===== src/rtl/sd_debug_pkg.sv =====
// Shared types and helpers for the SD debug path: CMD-line frame layout,
// line-length constants and the nibble-to-ASCII converter.
package sd_debug_pkg;

  // Captured CMD-line frame, bit 47 = start bit
  typedef struct packed {
    logic        sbit;
    logic        tbit;
    logic [5:0]  cmd;
    logic [31:0] arg;
    logic [6:0]  crc;
    logic        stop;
  } sd_cmd_frame_t;

  // The subset of a frame that actually appears in the text line
  typedef struct packed {
    logic        tbit;
    logic [5:0]  cmd;
    logic [31:0] arg;
  } sd_line_src_t;

  typedef enum logic {
    FMT_IDLE,
    FMT_EMIT
  } fmt_state_e;

  // dir + 2 cmd digits + space + 8 arg digits
  localparam int unsigned LINE_BODY_LEN = 12;
  // " !" + 2 drop-count digits
  localparam int unsigned LINE_DROP_LEN = 4;

  // Uppercase ASCII hex digit for one nibble
  function automatic logic [7:0] hex_ascii(input logic [3:0] nibble);
    if (nibble < 4'd10) begin
      return 8'h30 + {4'h0, nibble};
    end
    return 8'h37 + {4'h0, nibble};
  endfunction

endpackage


===== src/rtl/sd_cmd_line_formatter.sv =====
// Renders captured SD CMD-line frames as fixed-length ASCII lines and streams
// them byte-by-byte to the debug UART. A one-entry pending buffer absorbs a
// frame arriving mid-line; anything beyond that is dropped.
// Optional feature macro: SD_FMT_DROPCNT_EN adds a saturating drop counter
// whose value is appended to every line as " !XX".
module sd_cmd_line_formatter
  import sd_debug_pkg::*;
#(
  parameter bit CRLF_EN = 1'b1
) (
  input  logic        clk,
  input  logic        rst,
  input  logic        frame_en,
  input  logic [47:0] frame,
  output logic        tx_valid,
  input  logic        tx_ready,
  output logic [7:0]  tx_data,
  output logic        busy
);

`ifdef SD_FMT_DROPCNT_EN
  localparam bit DROP_FIELD_ON = 1'b1;
`else
  localparam bit DROP_FIELD_ON = 1'b0;
`endif

  localparam int unsigned FIELD_LEN = LINE_BODY_LEN + (DROP_FIELD_ON ? LINE_DROP_LEN : 0);
  localparam int unsigned LINE_LEN  = FIELD_LEN + (CRLF_EN ? 2 : 1);
  localparam logic [4:0]  LAST_IDX  = 5'(LINE_LEN - 1);
  localparam logic [4:0]  END_IDX   = 5'(FIELD_LEN);
  localparam logic [4:0]  DROP_IDX  = 5'(LINE_BODY_LEN);

  sd_cmd_frame_t frame_in;
  logic          unused_frame_bits;
  fmt_state_e    state_q, state_d;
  logic [4:0]    idx_q, idx_d;
  sd_line_src_t  cur_q, cur_d;
  sd_line_src_t  pend_q, pend_d;
  logic          pend_v_q, pend_v_d;
  logic          tx_valid_q, tx_valid_d;
  logic [7:0]    tx_data_q, tx_data_d;
  logic [7:0]    snap_d;
  logic          xfer;
  logic          accept;
  logic          drop;

  assign frame_in          = sd_cmd_frame_t'(frame);
  assign unused_frame_bits = ^{frame_in.sbit, frame_in.crc, frame_in.stop};

  // Character at position idx of the line built from src (drops only shown
  // when the drop field is compiled in)
  function automatic logic [7:0] line_char(input sd_line_src_t src,
                                           input logic [7:0]   drops,
                                           input logic [4:0]   idx);
    logic [7:0]  ch;
    logic [2:0]  arg_nib;
    logic [31:0] arg_shift;
    ch        = 8'h0A;
    arg_nib   = 3'(4'd11 - idx[3:0]);
    arg_shift = src.arg >> {arg_nib, 2'b00};
    if (idx == 5'd0) begin
      ch = src.tbit ? 8'h48 : 8'h44;
    end else if (idx == 5'd1) begin
      ch = hex_ascii({2'b00, src.cmd[5:4]});
    end else if (idx == 5'd2) begin
      ch = hex_ascii(src.cmd[3:0]);
    end else if (idx == 5'd3) begin
      ch = 8'h20;
    end else if (idx < DROP_IDX) begin
      ch = hex_ascii(arg_shift[3:0]);
    end else if (DROP_FIELD_ON && idx == DROP_IDX) begin
      ch = 8'h20;
    end else if (DROP_FIELD_ON && idx == DROP_IDX + 5'd1) begin
      ch = 8'h21;
    end else if (DROP_FIELD_ON && idx == DROP_IDX + 5'd2) begin
      ch = hex_ascii(drops[7:4]);
    end else if (DROP_FIELD_ON && idx == DROP_IDX + 5'd3) begin
      ch = hex_ascii(drops[3:0]);
    end else if (CRLF_EN && idx == END_IDX) begin
      ch = 8'h0D;
    end
    return ch;
  endfunction

  // Line sequencing and pending-buffer capture; a frame may enter pend in the
  // same cycle the old pend content moves to cur
  always_comb begin
    state_d  = state_q;
    idx_d    = idx_q;
    cur_d    = cur_q;
    pend_d   = pend_q;
    pend_v_d = pend_v_q;
    xfer     = (state_q == FMT_IDLE) && pend_v_q;
    accept   = frame_en && (!pend_v_q || xfer);
    drop     = frame_en && !accept;
    case (state_q)
      FMT_IDLE: begin
        if (pend_v_q) begin
          cur_d    = pend_q;
          pend_v_d = 1'b0;
          idx_d    = '0;
          state_d  = FMT_EMIT;
        end
      end
      FMT_EMIT: begin
        if (tx_ready) begin
          if (idx_q == LAST_IDX) begin
            idx_d   = '0;
            state_d = FMT_IDLE;
          end else begin
            idx_d = idx_q + 5'd1;
          end
        end
      end
      default: state_d = FMT_IDLE;
    endcase
    if (accept) begin
      pend_d   = '{tbit: frame_in.tbit, cmd: frame_in.cmd, arg: frame_in.arg};
      pend_v_d = 1'b1;
    end
  end

`ifdef SD_FMT_DROPCNT_EN
  logic [7:0] drop_cnt_q, drop_cnt_d;
  logic [7:0] cur_drop_q, cur_drop_d;

  // Saturating drop counter, snapshotted into the line and restarted on transfer
  always_comb begin
    drop_cnt_d = drop_cnt_q;
    cur_drop_d = cur_drop_q;
    if (xfer) begin
      cur_drop_d = drop_cnt_q;
      drop_cnt_d = drop ? 8'd1 : 8'd0;
    end else if (drop && drop_cnt_q != 8'hFF) begin
      drop_cnt_d = drop_cnt_q + 8'd1;
    end
  end

  // Drop counter registers
  always_ff @(posedge clk) begin
    if (rst) begin
      drop_cnt_q <= '0;
      cur_drop_q <= '0;
    end else begin
      drop_cnt_q <= drop_cnt_d;
      cur_drop_q <= cur_drop_d;
    end
  end

  assign snap_d = cur_drop_d;
`else
  logic unused_drop;
  assign unused_drop = drop;
  assign snap_d      = 8'h00;
`endif

  // Output byte is computed from next-state so tx_valid/tx_data come straight
  // from flops and hold still while the UART stalls
  always_comb begin
    tx_valid_d = (state_d == FMT_EMIT);
    tx_data_d  = tx_valid_d ? line_char(cur_d, snap_d, idx_d) : 8'h00;
  end

  // State, buffers and registered outputs
  always_ff @(posedge clk) begin
    if (rst) begin
      state_q    <= FMT_IDLE;
      idx_q      <= '0;
      cur_q      <= '0;
      pend_q     <= '0;
      pend_v_q   <= 1'b0;
      tx_valid_q <= 1'b0;
      tx_data_q  <= 8'h00;
    end else begin
      state_q    <= state_d;
      idx_q      <= idx_d;
      cur_q      <= cur_d;
      pend_q     <= pend_d;
      pend_v_q   <= pend_v_d;
      tx_valid_q <= tx_valid_d;
      tx_data_q  <= tx_data_d;
    end
  end

  assign tx_valid = tx_valid_q;
  assign tx_data  = tx_data_q;
  assign busy     = pend_v_q | (state_q == FMT_EMIT);

endmodule

===== config.mk =====
export PLATFORM = sky130hd
export DESIGN_NAME = sd_cmd_line_formatter
export DESIGN_NICKNAME = d
export VERILOG_FILES = /design/src/rtl/sd_debug_pkg.sv /design/src/rtl/sd_cmd_line_formatter.sv
export SDC_FILE = /design/constraint.sdc
export NUM_CORES = 1
export LEC_CHECK = 0
export ABC_AREA = 1
export BUFFER_PORTS_ARGS = -buffer_cell sky130_fd_sc_hd__buf_2
export CORE_MARGIN = 2
export CORE_UTILIZATION = 57
export DETAILED_ROUTE_END_ITERATION = 12
export HOLD_SLACK_MARGIN = 0.1
export PLACE_DENSITY = 0.79
export SLEW_MARGIN = 5
export SYNTH_ARGS = -nofsm -noshare
export SYNTH_HDL_FRONTEND = slang
export SYNTH_SLANG_ARGS = --single-unit

===== constraint.sdc =====
create_clock -name clk -period 2.8 [get_ports clk]
set_clock_uncertainty 0.2 [all_clocks]
set_input_delay 0.14 -clock clk [delete_from_list [all_inputs] [get_ports clk]]
set_output_delay 0.14 -clock clk [all_outputs]
set_load 0.05 [all_outputs]

After elaboration in Yosys (flattened, before gate mapping) --
Index checks and enable logic that the tools add are counted.
Word-level totals: register bits after elaboration 93, bits in latches 0, RAM bits 0, bits in read-only memories 0, input bits 52, output and inout port bits 10, logic and storage cells 76, memories 0
Operators by class: $add $sub $neg 8, multipliers 0, divide/modulo/power cells 0, $lt $le $gt $ge 4, equal/unequal tests 6, shift operators 1, muxes and demuxes 38, bitwise logic cells 3, reductions and logical operators 6
Operator list (number):
- $mux W8 | 11
- $mux W39 | 2
- $shr A32 B5 Y4 | 1
- $add A6 B4 Y7 const A | 4
- $mux W1 | 18
- $mux W5 | 3
- $add A6 B2 Y7 const A | 2
- $eq A5 B2 Y1 const B | 2
- $eq A5 B4 Y1 const B | 2
- $pmux W5 S2 | 1
- $lt A4 B4 Y1 const B | 2
- $add A5 B1 Y5 const B | 1
- $eq A5 B1 Y1 const B | 1
- $logic_not A5 Y1 | 1
- $lt A5 B4 Y1 const B | 1
- $lt A2 B4 Y1 const B | 1
- $mux W4 | 1
- $mux W3 | 1
- $sub A2 B3 Y3 const A | 1
- $logic_and A1 B1 Y1 | 2
- $ne A2 B1 Y1 const B | 1
- $not A1 Y1 | 2
- $pmux W1 S2 | 1
- $reduce_or A2 Y1 | 1
- other kinds (3) | 3

Longest topological paths before layout --
depth in word-level cells 19, depth in mapped cells 24, depth with buffers taken out 23

Worst setup path before layout --
Ideal clock, no wire load.
kind register -> register, start reg, netlist name tx_valid, end reg tx_data_q[4] (netlist: tx_data[4]), library setup time 70 ps, data arrival time 2441 ps, data required time 2530 ps, slack 89 ps, cell stages (with the launch flop) 18, path buffers 3, period minus slack after synthesis 2711 ps, path through dfxtp_1 -> inv_2 -> nand2_2 -> buf_6 -> buf_6 -> buf_6 -> mux2i_1 -> nor2_1 -> nor2_1 -> nand3_1 -> nand2_1 -> ha_1 -> inv_1 -> nor2_1 -> nor2_2 -> o21ai_1 -> nand2_1 -> a21oi_1
RTL lines:
- end signal, assigned | RTL line sd_cmd_line_formatter.sv:181 | tx_data_q <= tx_data_d;
- end, declared | RTL line sd_cmd_line_formatter.sv:41 | logic [7:0] tx_data_q, tx_data_d;

Final worst setup path --
start reg idx_q[1], end reg tx_data_q[1] (netlist: tx_data[1])
On the way: longest elaborated chain between the ends 19, elaborated cells between the ends (all ways) 36, classes of those cells add/sub (4); order compare (2); eq/ne (5); shift (1); mux (21); bitwise (1); reduce/logical (2)
Ends and longest elaborated chain:
- start, declared | RTL line sd_cmd_line_formatter.sv:36 | logic [4:0] idx_q, idx_d;
- start signal, assigned | RTL line sd_cmd_line_formatter.sv:176 | idx_q <= idx_d;
- $add A5 B1 Y5 / $eq A5 B4 Y1 (equally long branches) | RTL line sd_cmd_line_formatter.sv:111, sd_cmd_line_formatter.sv:107
- $mux W5 | RTL line sd_cmd_line_formatter.sv:107 | if (idx_q == LAST_IDX) begin
- $mux W5 | RTL line sd_cmd_line_formatter.sv:106 | if (tx_ready) begin
- $pmux W5 S2 | RTL line sd_cmd_line_formatter.sv:96 | case (state_q)
- $sub A2 B3 Y3 | RTL line sd_cmd_line_formatter.sv:59 | arg_nib = 3'(4'd11 - idx[3:0]);
- $shr A32 B5 Y4 | RTL line sd_cmd_line_formatter.sv:60 | arg_shift = src.arg >> {arg_nib, 2'b00};
- $lt A4 B4 Y1 | RTL line sd_debug_pkg.sv:34 | if (nibble < 4'd10) begin
- $mux W1 | RTL line sd_debug_pkg.sv:34
- [3 not listed]
- $mux W1 | RTL line sd_cmd_line_formatter.sv:63 | end else if (idx == 5'd1) begin
- $mux W1 | RTL line sd_cmd_line_formatter.sv:61 | if (idx == 5'd0) begin
- $mux W8 | RTL line sd_debug_pkg.sv:37 | return 8'h37 + {4'h0, nibble};
- $mux W8 | RTL line sd_cmd_line_formatter.sv:69 | end else if (idx < DROP_IDX) begin
- $mux W8 | RTL line sd_cmd_line_formatter.sv:67 | end else if (idx == 5'd3) begin
- $mux W8 | RTL line sd_cmd_line_formatter.sv:65 | end else if (idx == 5'd2) begin
- $mux W8 | RTL line sd_cmd_line_formatter.sv:63
- $mux W8 | RTL line sd_cmd_line_formatter.sv:61
Several ways; a longest one is shown, not always the timed one. The select of a mux whose other input is x is not followed. A chain may end at the register's enable or synchronous reset.

==> flow_summary.toml <==
[worst_setup_path]
path_class = "reg -> reg"
cp.arrival_ns = 2.77
cp_max_fo = 12
r2r_end = "tx_data[1]$_SDFF_PP0_"
critPathLaunch = "idx_q[1]$_SDFF_PP0_"
start_kind = "flop"
cp-end-kind = "flop"
r2r-start = "idx_q[1]$_SDFF_PP0_"
worstRegToRegCells = 19
cp.required_ns = 2.90
reg2reg_setup_slack_ns = 0.13

[floorplan]
coreArea_um2 = 7180
top_level_ports = 62
die_h_um = 89.5
die_area_um2 = 8010
start_util = 0.581
num_rows = 31
die_w_um = 89.5

[timing]
hold_viol = 0
max_slew_margin = 0.356
final-setup-viol-count = 0
timing.final.crit_share = 0.954
fmax_ghz = 0.374
slew_violations = 0
period_needed_ns = 2.67
setup_ws_ns = 0.128
worst-slew-pin-transition_ns = 0.965

[status]
status = "finished clean"

[synthesis]
synth_cells = 588
synth_seq_area_share = 0.442
synth_cell_types = 35
syn_area_um2 = 4170
synth_nets = 644
ys_warn_count = 0
synth.avg_cell_area_um2 = 7.09
ys_seq_elements = 92

[min_path]
worstHoldPathType = "in -> reg"
holdPathStages = 6
min_from = "tx_ready"
min_to = "idx_q[4]$_SDFF_PP0_"

[drt]
drc = 0
viasPerCell = 5.08
ant_nets = 0
via_count = 3986
wirelength_mm = 10.4
drtIter0Drc = 280
wl_per_cell_um = 13.3
drt-pass1-iter-count = 5

[power]
seqPwrFrac = 0.485
switchingPower_mw = 0.804
clock_power_share = 0.346
p_leak_nw = 2.48
switching_share = 0.275
vdd_drop_max_v = 0.000356
p_comb_frac = 0.169
p_per_area_nw_per_um2 = 547
p_total_mw = 2.92
power.internal_mw = 2.12

[layout]
fin_nets = 737
nFillCells = 527
num_antenna_cells = 0
drive_gt1_frac = 0.208
areaGrowthSynthToFinish_pct = 28.0
regArea_um2 = 1850
multiInputGateArea_um2 = 2080

[global_routing]
grt-ovfl-total = 0
grtUsageMet1 = 0.324
grt_use_met3 = 0.0526
grt_pass1_wl_mm = 15.9
antenna_found_initial = 0
busiest_layer = "met2"
grt_pass1_vias = 3626
track_usage = 0.260
grt_max_degree = 48
grt_util_met2 = 0.440

[clock_tree]
clock_sinks = 92
clock-root-buffer = "clkbuf_8"
clkLatencyLatePin_ns = 0.36
cts_max_path_buffers = 2
clk_pin_slew_worst_paths_ns = 0.09
cts_tree = "built"
htreeDepth = 3
cts_made_buffers = 9

[placement]
dpl_worst_slack_ns = 0.0839
io_buffers = 51
dp_hpwl_mm = 6.10
place_congestion = 0.927

[run]
cap_violations = 0
[sequential cells by signal, summed over array words and instances (netlist names)]
signal / flops
tx_data: 7
pend_q: 39
idx_q: 5
pend_v_q: 1
cur_q: 39
tx_valid: 1
[worst max-delay path, stage by stage, from the launching register on]
cell     delay, ns
dfxtp_4       0.38
inv_2         0.05
ha_4          0.15
inv_2         0.04
nor2_1        0.03
nand2_1       0.13
nand3_2       0.13
nand2_4       0.18
buf_8         0.16
nand2_1       0.05
nand2_1       0.05
nand2_1       0.04
nand3_1       0.13
nand2_2       0.08
buf_4         0.14
nand2_1       0.11
nand2_2       0.10
o21ai_0       0.24
nand2_1       0.10
a21oi_1       0.13
[metrics by stage]
stage	area, um2	hold WS (ns)	std cells	setup TNS, ns	utilization
3_5_place_dp	4470	0.198	718	0	0.623
5_1_grt	5340	0.253	785	-0.0685	0.744
4_1_cts	5150	0.179	779	0	0.718
3_3_place_gp	4470	0.188	718	0	0.623
2_1_floorplan	4170	0.107	588	0	-
6_report	5340	0.225	785	0	0.744
[timing repair]
item	4_1_cts	5_1_grt
endpoints found under the hold margin	40	0
hold buffers	45	0
setup endpoints to repair	0	5
buffers inserted	0	5
gates resized for setup	0	42
[power by group through the flow]
| stage | Clock [mW] | Combinational [mW] | Sequential (mW) |
|---|---|---|---|
| 2_1_floorplan | 0 | 0.288 | 1.45 |
| 3_3_place_gp | 0 | 0.382 | 1.44 |
| 3_5_place_dp | 0 | 0.395 | 1.45 |
| 4_1_cts | 1.02 | 0.447 | 1.41 |
| 5_1_grt | 1.08 | 0.549 | 1.43 |
| 6_report | 1.01 | 0.493 | 1.42 |
[worst max path at each step]
stage	cells past startpoint	slack, ns	to
2_1_floorplan	17	0.09	tx_data[4]$_SDFF_PP0_
3_3_place_gp	20	0.18	tx_data[6]$_SDFF_PP0_
3_5_place_dp	20	0.08	tx_data[6]$_SDFF_PP0_
4_1_cts	20	0.07	tx_data[6]$_SDFF_PP0_
5_1_grt	22	-0.07	tx_data[2]$_SDFF_PP0_
6_report	19	0.13	tx_data[1]$_SDFF_PP0_
[Yosys cell counts, drive strengths merged]
cell type	n	area (um2)
o21ai	56	295
ha	4	50.1
xnor2	2	17.5
nand3b	1	7.51
a22oi	3	32.5
nand2	130	508
mux2i	12	120
a21oi	37	189
or2	4	25.0
conb	1	3.75
nor3	3	37.5
inv	49	186
clkbuf	17	63.8
a31oi	2	12.5
buf	12	96.3
nand3	32	160
nor2	125	477
o22ai	1	6.26
xor2	2	17.5
dfxtp	92	1840
o21a	2	15.0
and2	1	6.26
[logic make-up (layout without fill, tap and decap cells)]
| family | Yosys count | in the layout | synth area share |
|---|---|---|---|
| AND/OR/NAND/NOR | 296 | 296 | 0.293 |
| buffers and inverters | 78 | 176 | 0.0831 |
| AO/OA/AOI/OAI | 101 | 101 | 0.132 |
| other | 1 | 1 | 0.000899 |
| flip-flops | 92 | 92 | 0.442 |
| adder cells (fa/ha/maj) | 4 | 4 | 0.0120 |
| XOR/XNOR | 4 | 4 | 0.00840 |
| multiplexers | 12 | 12 | 0.0288 |
[per-layer routing]
metal | wire length [um] | part of all wire | vias to the layer above
met5 | 0 | 0 | -
met4 | 216 | 0.021 | 0
met3 | 484 | 0.046 | 19
met2 | 5070 | 0.49 | 127
met1 | 4640 | 0.45 | 1788
li1 | - | - | 2052
[final cells by class]
cell class                 count  area share
clock inverter                 6      0.0178
clock buffer                  10      0.0258
timing repair buffer         111       0.160
tap                           99      0.0232
multi-input combinational    418       0.390
inverter                      49      0.0359
sequential                    92       0.347
[layout by cell type (no fill, tap or decap), types with 5 or more instances in the layout]
| cell | instances |
|---|---|
| nand2_1 | 120 |
| nor2_1 | 119 |
| dfxtp_1 | 89 |
| buf_2 | 51 |
| o21ai_0 | 47 |
| dlygate4sd3_1 | 45 |
| a21oi_1 | 35 |
| inv_1 | 30 |
| nand3_1 | 29 |
| inv_2 | 16 |
| buf_4 | 12 |
| clkbuf_8 | 10 |
| nand2_2 | 7 |
| mux2i_1 | 7 |
| mux2i_2 | 5 |
| o21ai_1 | 5 |
(Power assumes the default switching activity.)
